===== src/rtl/light_pattern_sequencer.sv =====
// rtl/light_pattern_sequencer.sv - pattern source feeding the light-dance shift register
// Emits one load/pdata window followed by HOLD_CYCLES serial din cycles, ROM or host pattern.
module light_pattern_sequencer #(
    parameter int WIDTH       = 8,
    parameter int HOLD_CYCLES = 8,
    parameter int CNT_W       = 8
) (
    input  logic             clk,
    input  logic             arst,
    input  logic             enable,
    input  logic [1:0]       mode,
    input  logic [WIDTH-1:0] user_pattern,
    input  logic             user_valid,
    output logic             user_ready,
    output logic             load,
    output logic [WIDTH-1:0] pdata,
    output logic             din,
    output logic             busy,
    output logic [1:0]       pat_idx
);

    typedef enum logic [1:0] {
        IDLE  = 2'd0,
        LOAD  = 2'd1,
        SHIFT = 2'd2
    } state_t;

    state_t           state, state_d;
    logic [CNT_W-1:0] cnt, cnt_d;
    logic [1:0]       mode_q, mode_d;
    logic             toggle, toggle_d;
    logic [7:0]       lfsr, lfsr_d;
    logic [WIDTH-1:0] ubuf, ubuf_d;
    logic             ready_d;
    logic             load_d, din_d, busy_d;
    logic [WIDTH-1:0] pdata_d;
    logic [1:0]       idx_d;
    logic             start_load, emit;

    function automatic logic [WIDTH-1:0] rom(input logic [1:0] i);
        case (i)
            2'd0:    return WIDTH'(8'h55);
            2'd1:    return WIDTH'(8'h77);
            2'd2:    return WIDTH'(8'h0F);
            default: return WIDTH'(8'h81);
        endcase
    endfunction

    always_ff @(posedge clk) begin
        if (arst) begin
            state      <= IDLE;
            cnt        <= '0;
            mode_q     <= 2'd0;
            toggle     <= 1'b0;
            lfsr       <= 8'h01;
            ubuf       <= '0;
            user_ready <= 1'b1;
            load       <= 1'b0;
            pdata      <= '0;
            din        <= 1'b0;
            busy       <= 1'b0;
            pat_idx    <= 2'd0;
        end else begin
            state      <= state_d;
            cnt        <= cnt_d;
            mode_q     <= mode_d;
            toggle     <= toggle_d;
            lfsr       <= lfsr_d;
            ubuf       <= ubuf_d;
            user_ready <= ready_d;
            load       <= load_d;
            pdata      <= pdata_d;
            din        <= din_d;
            busy       <= busy_d;
            pat_idx    <= idx_d;
        end
    end

    // Outputs are computed for the state being entered, so they register alongside it.
    always_comb begin
        state_d    = state;
        cnt_d      = cnt;
        mode_d     = mode_q;
        toggle_d   = toggle;
        lfsr_d     = lfsr;
        ubuf_d     = ubuf;
        ready_d    = user_ready;
        load_d     = 1'b0;
        pdata_d    = pdata;
        din_d      = 1'b0;
        busy_d     = busy;
        idx_d      = pat_idx;
        start_load = 1'b0;
        emit       = 1'b0;

        case (state)
            IDLE: begin
                busy_d = 1'b0;
                if (enable) start_load = 1'b1;
            end
            LOAD: begin
                if (enable) begin
                    state_d = SHIFT;
                    busy_d  = 1'b1;
                    emit    = 1'b1;
                end else begin
                    state_d = IDLE;
                    busy_d  = 1'b0;
                end
            end
            SHIFT: begin
                if (!enable) begin
                    state_d = IDLE;
                    busy_d  = 1'b0;
                end else if (cnt == '0) begin
                    start_load = 1'b1;
                end else begin
                    emit = 1'b1;
                end
            end
            default: begin
                state_d = IDLE;
                busy_d  = 1'b0;
            end
        endcase

        // cnt holds the number of shift cycles still to be emitted in this window
        if (emit) begin
            cnt_d    = cnt - CNT_W'(1);
            toggle_d = ~toggle;
            case (mode_q)
                2'd0: din_d = 1'b0;
                2'd1: din_d = 1'b1;
                2'd2: din_d = toggle;
                default: begin
                    din_d  = lfsr[7];
                    lfsr_d = {lfsr[6:0], lfsr[7] ^ lfsr[5] ^ lfsr[4] ^ lfsr[3]};
                end
            endcase
        end

        if (start_load) begin
            state_d  = LOAD;
            load_d   = 1'b1;
            busy_d   = 1'b1;
            cnt_d    = CNT_W'(HOLD_CYCLES);
            toggle_d = 1'b0;
            mode_d   = mode;
            if (!user_ready) begin
                pdata_d = ubuf;
                ready_d = 1'b1;
            end else begin
                pdata_d = rom(pat_idx);
                idx_d   = pat_idx + 2'd1;
            end
        end

        // Capture only happens into an empty buffer, so it never collides with a consume.
        if (user_valid && user_ready) begin
            ubuf_d  = user_pattern;
            ready_d = 1'b0;
        end
    end

endmodule


===== config.mk =====
export PLATFORM = sky130hd
export DESIGN_NAME = light_pattern_sequencer
export DESIGN_NICKNAME = d
export VERILOG_FILES = /design/src/rtl/light_pattern_sequencer.sv
export SDC_FILE = /design/constraint.sdc
export NUM_CORES = 1
export LEC_CHECK = 0
export ABC_AREA = 1
export BUFFER_PORTS_ARGS = -buffer_cell sky130_fd_sc_hd__buf_4
export CORE_MARGIN = 5
export CORE_UTILIZATION = 44
export CTS_CLUSTER_DIAMETER = 150
export DETAILED_ROUTE_END_ITERATION = 8
export HOLD_SLACK_MARGIN = 0.02
export PLACE_DENSITY = 0.72
export SLEW_MARGIN = 20
export SYNTH_ARGS = -nofsm -noshare
export SYNTH_HDL_FRONTEND = slang
export SYNTH_SLANG_ARGS = --single-unit

===== constraint.sdc =====
create_clock -name clk -period 1.3 [get_ports clk]
set_input_delay 0.195 -clock clk [delete_from_list [all_inputs] [get_ports clk]]
set_output_delay 0.195 -clock clk [all_outputs]
set_load 0.02 [all_outputs]

* After elaboration in Yosys (flattened, before gate mapping)
Index checks and enable logic that the tools add are counted.
** Operators by class
- Equal/unequal tests :: 9
- Reductions and logical operators :: 14
- Add/sub/neg operators :: 2
- Multiplexer cells :: 22
- Bitwise operators :: 7
** Operators by type and width (count)
- $pmux W8 S3 :: 1
- $mux W1 :: 11
- $logic_not A8 Y1 :: 1
- $mux W4 :: 2
- $mux W8 :: 1
- $reduce_and A2 Y1 :: 4
- $sub A8 B1 Y8 const B :: 1
- $eq A2 B1 Y1 const B :: 3
- $eq A2 B2 Y1 const B :: 3
- $logic_not A2 Y1 :: 3
- $pmux W1 S2 :: 3
- $pmux W2 S3 :: 1
- $mux W2 :: 2
- $ne A2 B2 Y1 const B :: 2
- $not A1 Y1 :: 4
- $reduce_bool A2 Y1 :: 2
- $reduce_or A2 Y1 :: 2
- $ne A3 B3 Y1 const B :: 1
- $pmux W1 S3 :: 1
- $reduce_or A3 Y1 :: 1
- $xor A1 B1 Y1 :: 3
- $add A2 B1 Y2 const B :: 1
- $logic_and A1 B1 Y1 :: 1
** Word-level totals
- Register bits :: 43
- Word-level logic and storage cells :: 68

* Depth between registers and ports, before layout
- Depth in word-level cells :: 6
- Mapped depth :: 11
- Depth with buffers taken out :: 10

* Least setup slack after synthesis
OpenSTA, ideal clock, no wires.
- Path kind :: register to register
- Start :: reg cnt[0]
- End :: reg user_ready
- Clock period less this slack :: 1.397 ns
- Arrival :: 1.282 ns
- Setup slack :: -0.097 ns
- Cell stages (with the launch flop) :: 12
- Data required time :: 1.185 ns
- Library setup time :: 0.115 ns
- Path buffers :: 1
- Path through :: dfxtp_1 > inv_1 > ha_1 > nand2_1 > nor2_1 > nand2_1 > nand2_2 > inv_2 > nand2_1 > buf_4 > o22ai_1 > inv_1
** On the way
- Word-level cells in the longest chain between the ends :: 5
** RTL lines
- start: declaration :: line 29 : logic [CNT_W-1:0] cnt, cnt_d;
- start signal: assignment :: line 65 : cnt <= cnt_d;
- $logic_not A8 Y1 :: line 115 : end else if (cnt == '0) begin
- $mux W1 :: line 115
- $mux W1 :: line 112 : if (!enable) begin
- $pmux W1 S2 :: line 96 : case (state)
- $reduce_bool A2 Y1 (no line)
- end signal: assignment :: line 70 : user_ready <= ready_d;
- end: declaration :: line 14 : output logic user_ready,
Every way passes these cells.
A chain may end at the register's enable or synchronous reset.

* Worst setup path after layout
- Start :: reg state[0]
- End :: reg cnt[3]
** On the way
- Word-level cells in the longest chain between the ends :: 3
** RTL lines
- start: declaration :: line 28 : state_t state, state_d;
- start signal: assignment :: line 64 : state <= state_d;
- $eq A2 B2 Y1 (tied with other cells) :: line 96
- $pmux W1 S2 :: line 96
- $mux W4 or $reduce_bool A2 Y1 (tied branches)
Parallel ways exist; a longest one is shown, timed or not.

==> results.sh <==
export IMPL_antennaDiodeCount=0
export IMPL_ys_warn_count=0
export IMPL_hold_viol=0
export IMPL_numCtsBuffers=5
export IMPL_grt_pass1_vias=1698
export IMPL_design_area_um2=2640
export IMPL_die_h_um=76.3
export IMPL_fin_crit_sh_pct=108
export IMPL_antenna_found_initial=0
export IMPL_crit_type="reg2reg"
export IMPL_cts_tree="built"
export IMPL_cp_cell_sequence="inv_4 -> buf_12 -> ha_4 -> nand2_1 -> nand2_4 -> inv_6 -> buf_6 -> nand3_1 -> a21oi_2"
export IMPL_grt_usage_pct=15.7
export IMPL_avgSynthCellArea_um2=7.82
export IMPL_dp_slack_ns=-0.0819
export IMPL_place_congestion=0.798
export IMPL_first_iter_violations=106
export IMPL_worst_pin_slew_ns=0.397
export IMPL_syn_num_nets=270
export IMPL_outcome="finished, violations left"
export IMPL_ios=28
export IMPL_worstPathMaxFanout=4
export IMPL_fin_skew_ns=0.00735
export IMPL_critPathBufInv=4
export IMPL_die_area_um2=5820
export IMPL_violations="setup timing"
export IMPL_htree_num_levels=2
export IMPL_setup_slack_ns=-0.106
export IMPL_cts_root_buf="clkbuf_8"
export IMPL_hold_start="mode[1]"
export IMPL_crit_slowest_cell="dfxtp_2"
export IMPL_post_route_min_period_ns=1.41
export IMPL_swShare_pct=29.4
export IMPL_hpwl_um=3220
export IMPL_p_clk_share_pct=28.5
export IMPL_fmaxAchievable_mhz=711
export IMPL_cts_hold_buf=0
export IMPL_clock_latency_ns=0.29
export IMPL_setup_viol=28
export IMPL_ir_worst_vdd_mv=0.492
export IMPL_synthesis_area_um2=1930
export IMPL_die_width_um=76.3
export IMPL_core_area_um2=4290
export IMPL_r2r_start="state[0]$_SDFFE_PP0P_"
export IMPL_rsz0062_at_grt="yes"
export IMPL_switching_power_uw=885
export IMPL_cp_start_kind="flip-flop"
export IMPL_p_int_mw=2.12
export IMPL_arrival_ns=1.63
export IMPL_slew_violations=0
export IMPL_slowest_delay_ns=0.37
export IMPL_synthCells=247
export IMPL_row_count=24
export IMPL_min_path_type="in2reg"
export IMPL_r2r_end="cnt[3]$_SDFFE_PP0P_"
export IMPL_reg2regPathDepth=9
export IMPL_drive_above_1_share_pct=35.9
export IMPL_path_clk_slew_ns=0.08
export IMPL_start_util_pct=45.0
export IMPL_synthToLayoutAreaGrowth_pct=36.5
export IMPL_yosysUniqueCellTypes=30
export IMPL_grt_overflow=0
export IMPL_crit_family="flip-flops"
export IMPL_first_pass_iters=4
export IMPL_p_comb_share_pct=23.3
export IMPL_nets=324
export IMPL_ys_seq_area_share_pct=44.6
export IMPL_placed_area_um2=2350
export IMPL_clockBufferDepth=2
export IMPL_wirelength_um=4740
export IMPL_p_seq_share_pct=48.2
export IMPL_vias_per_cell=5.03
export IMPL_min_to="mode_q[1]$_SDFFE_PP0P_"
export IMPL_cts_sinks=43
export IMPL_grt_pass1_wl_um=7600
export IMPL_relSlewSlack_pct=73.4
export IMPL_power_leakage_nw=1.13
export IMPL_crit_required_ns=1.52
export IMPL_drt_antenna_violating_nets=0
export IMPL_grt_max_degree=15
export IMPL_wl_per_cell_um=13.4
export IMPL_whs_path_depth=3
export IMPL_r2r_slack_ns=-0.11
export IMPL_end_kind="flip-flop"
export IMPL_powerDensity_nw_per_um2=1140
export IMPL_vias=1776
export IMPL_cap_violations=0
export IMPL_drc=0
export IMPL_synth_seq_cells=43
export IMPL_io_buffers=27
## worst reg2reg max path, cell delays in order, from the launching register on
cell	delay [ns]
dfxtp_2	0.37
inv_4	0.06
buf_12	0.12
ha_4	0.16
nand2_1	0.10
nand2_4	0.10
inv_6	0.09
buf_6	0.10
nand3_1	0.09
a21oi_2	0.15
## cell usage after synthesis, drive strengths merged
cell type  count  share of area [%]
a21boi         2               0.78
o21ai         22                6.3
xnor2          6                2.7
xor2           2               0.91
dfxtp         43                 45
clkinv         1               0.19
inv           20                3.9
o22ai          1               0.32
nand3b         1               0.58
clkbuf         2               0.39
nor2          28                6.0
nand2         63                 14
a21oi         21                5.4
ha             9                5.8
o31ai          2               0.78
nor3           3               0.78
or2            1               0.32
buf            4                2.1
a31oi          1               0.32
mux2i          1               0.52
nand3         14                3.6
## cell families (layout without fill, tap and decap cells)
group                    Yosys count  count (layout)  synth area share, %
XOR/XNOR                           8               8                 3.63
buffers and inverters             27              81                 6.54
flip-flops                        43              43                 44.6
AND/OR/NAND/NOR                  110             110                 25.0
AO/OA/AOI/OAI                     49              49                 13.9
multiplexers                       1               1                0.518
adder cells (fa/ha/maj)            9               9                 5.83
## timing repair
| action | CTS | global route |
|---|---|---|
| pin swaps | 8 | 10 |
| endpoints found under the setup margin | 30 | 32 |
| buffers inserted | 4 | 2 |
| gates resized for setup | 15 | 30 |
| hold endpoints to repair | 0 | 0 |
## worst max path at each step
stage / from / endpoint / slack (ns) / depth (start not counted)
2_1_floorplan: cnt[0]$_SDFFE_PP0P_ / cnt[3]$_SDFFE_PP0P_ / 0.01 / 10
3_3_place_gp: cnt[1]$_SDFFE_PP0P_ / pdata[2]$_SDFFE_PP0P_ / -0.05 / 9
3_5_place_dp: state[0]$_SDFFE_PP0P_ / cnt[0]$_SDFFE_PP0P_ / -0.08 / 10
4_1_cts: cnt[0]$_SDFFE_PP0P_ / cnt[3]$_SDFFE_PP0P_ / -0.08 / 11
5_1_grt: state[0]$_SDFFE_PP0P_ / lfsr[3]$_SDFFE_PP0P_ / -0.21 / 10
6_report: state[0]$_SDFFE_PP0P_ / cnt[3]$_SDFFE_PP0P_ / -0.11 / 9
## layout by cell type (no fill, tap or decap), types with 4 or more instances in the layout
cell type | netlist | final
ha_1 | 9 | 5
inv_1 | 19 | 12
dfxtp_1 | 43 | 36
nor2_1 | 26 | 22
nand2_1 | 59 | 53
buf_6 | 0 | 4
nand2_4 | 1 | 4
xnor2_1 | 6 | 6
o21ai_2 | 0 | 5
dfxtp_2 | 0 | 7
a21oi_2 | 0 | 4
clkbuf_8 | 0 | 6
inv_2 | 1 | 5
nand3_1 | 14 | 14
o21ai_0 | 21 | 14
a21oi_1 | 21 | 17
buf_4 | 2 | 48
nand2_2 | 2 | 4
## sequential cells by signal, indices dropped and copies added, names as in the netlist
register and count:
pat_idx 2, load 1, pdata 8, user_ready 1, lfsr 8, toggle 1, mode_q 2, cnt 8
din 1, busy 1, ubuf 8, state 2
## cell type report
cell class	instances	area (µm²)
fillers	373	1660
multi-input cells	177	1100
flip-flops and latches	43	870
repair buffers	53	425
inverters	21	90.1
clock buffers	6	82.6
well taps	52	65.1
clock inverters	1	5.00
## metrics by stage
| step | hold WS, ns | instances | TNS [ns] | power (mW) | util [%] |
|---|---|---|---|---|---|
| floorplan | 0.272 | 247 | 0 | 1.85 | - |
| global placement | 0.407 | 340 | -0.648 | 2.06 | 54.7 |
| detailed placement | 0.414 | 340 | -1.50 | 2.07 | 54.7 |
| CTS | 0.107 | 351 | -1.25 | 2.95 | 58.9 |
| global route | 0.106 | 353 | -4.41 | 3.17 | 61.4 |
| finish | 0.102 | 353 | -1.86 | 3.01 | 61.4 |
## power by group through the flow
stage	logic (mW)	clock network, mW	registers, mW
floorplan	0.337	0	1.52
global placement	0.581	0	1.48
detailed placement	0.592	0	1.48
CTS	0.636	0.868	1.45
global route	0.769	0.937	1.46
finish	0.701	0.856	1.45
## per-layer routing
layer | vias to the layer above | share of wire [%] | routed length [µm] | global-route usage [%]
met4 | 0 | 1.3 | 63 | 5.24
met1 | 848 | 48 | 2280 | 20.0
met2 | 21 | 47 | 2240 | 25.3
met5 | - | 0 | 0 | 0
li1 | 902 | - | - | -
met3 | 5 | 3.2 | 153 | 4.26
Power figures use the tool's default switching activity.
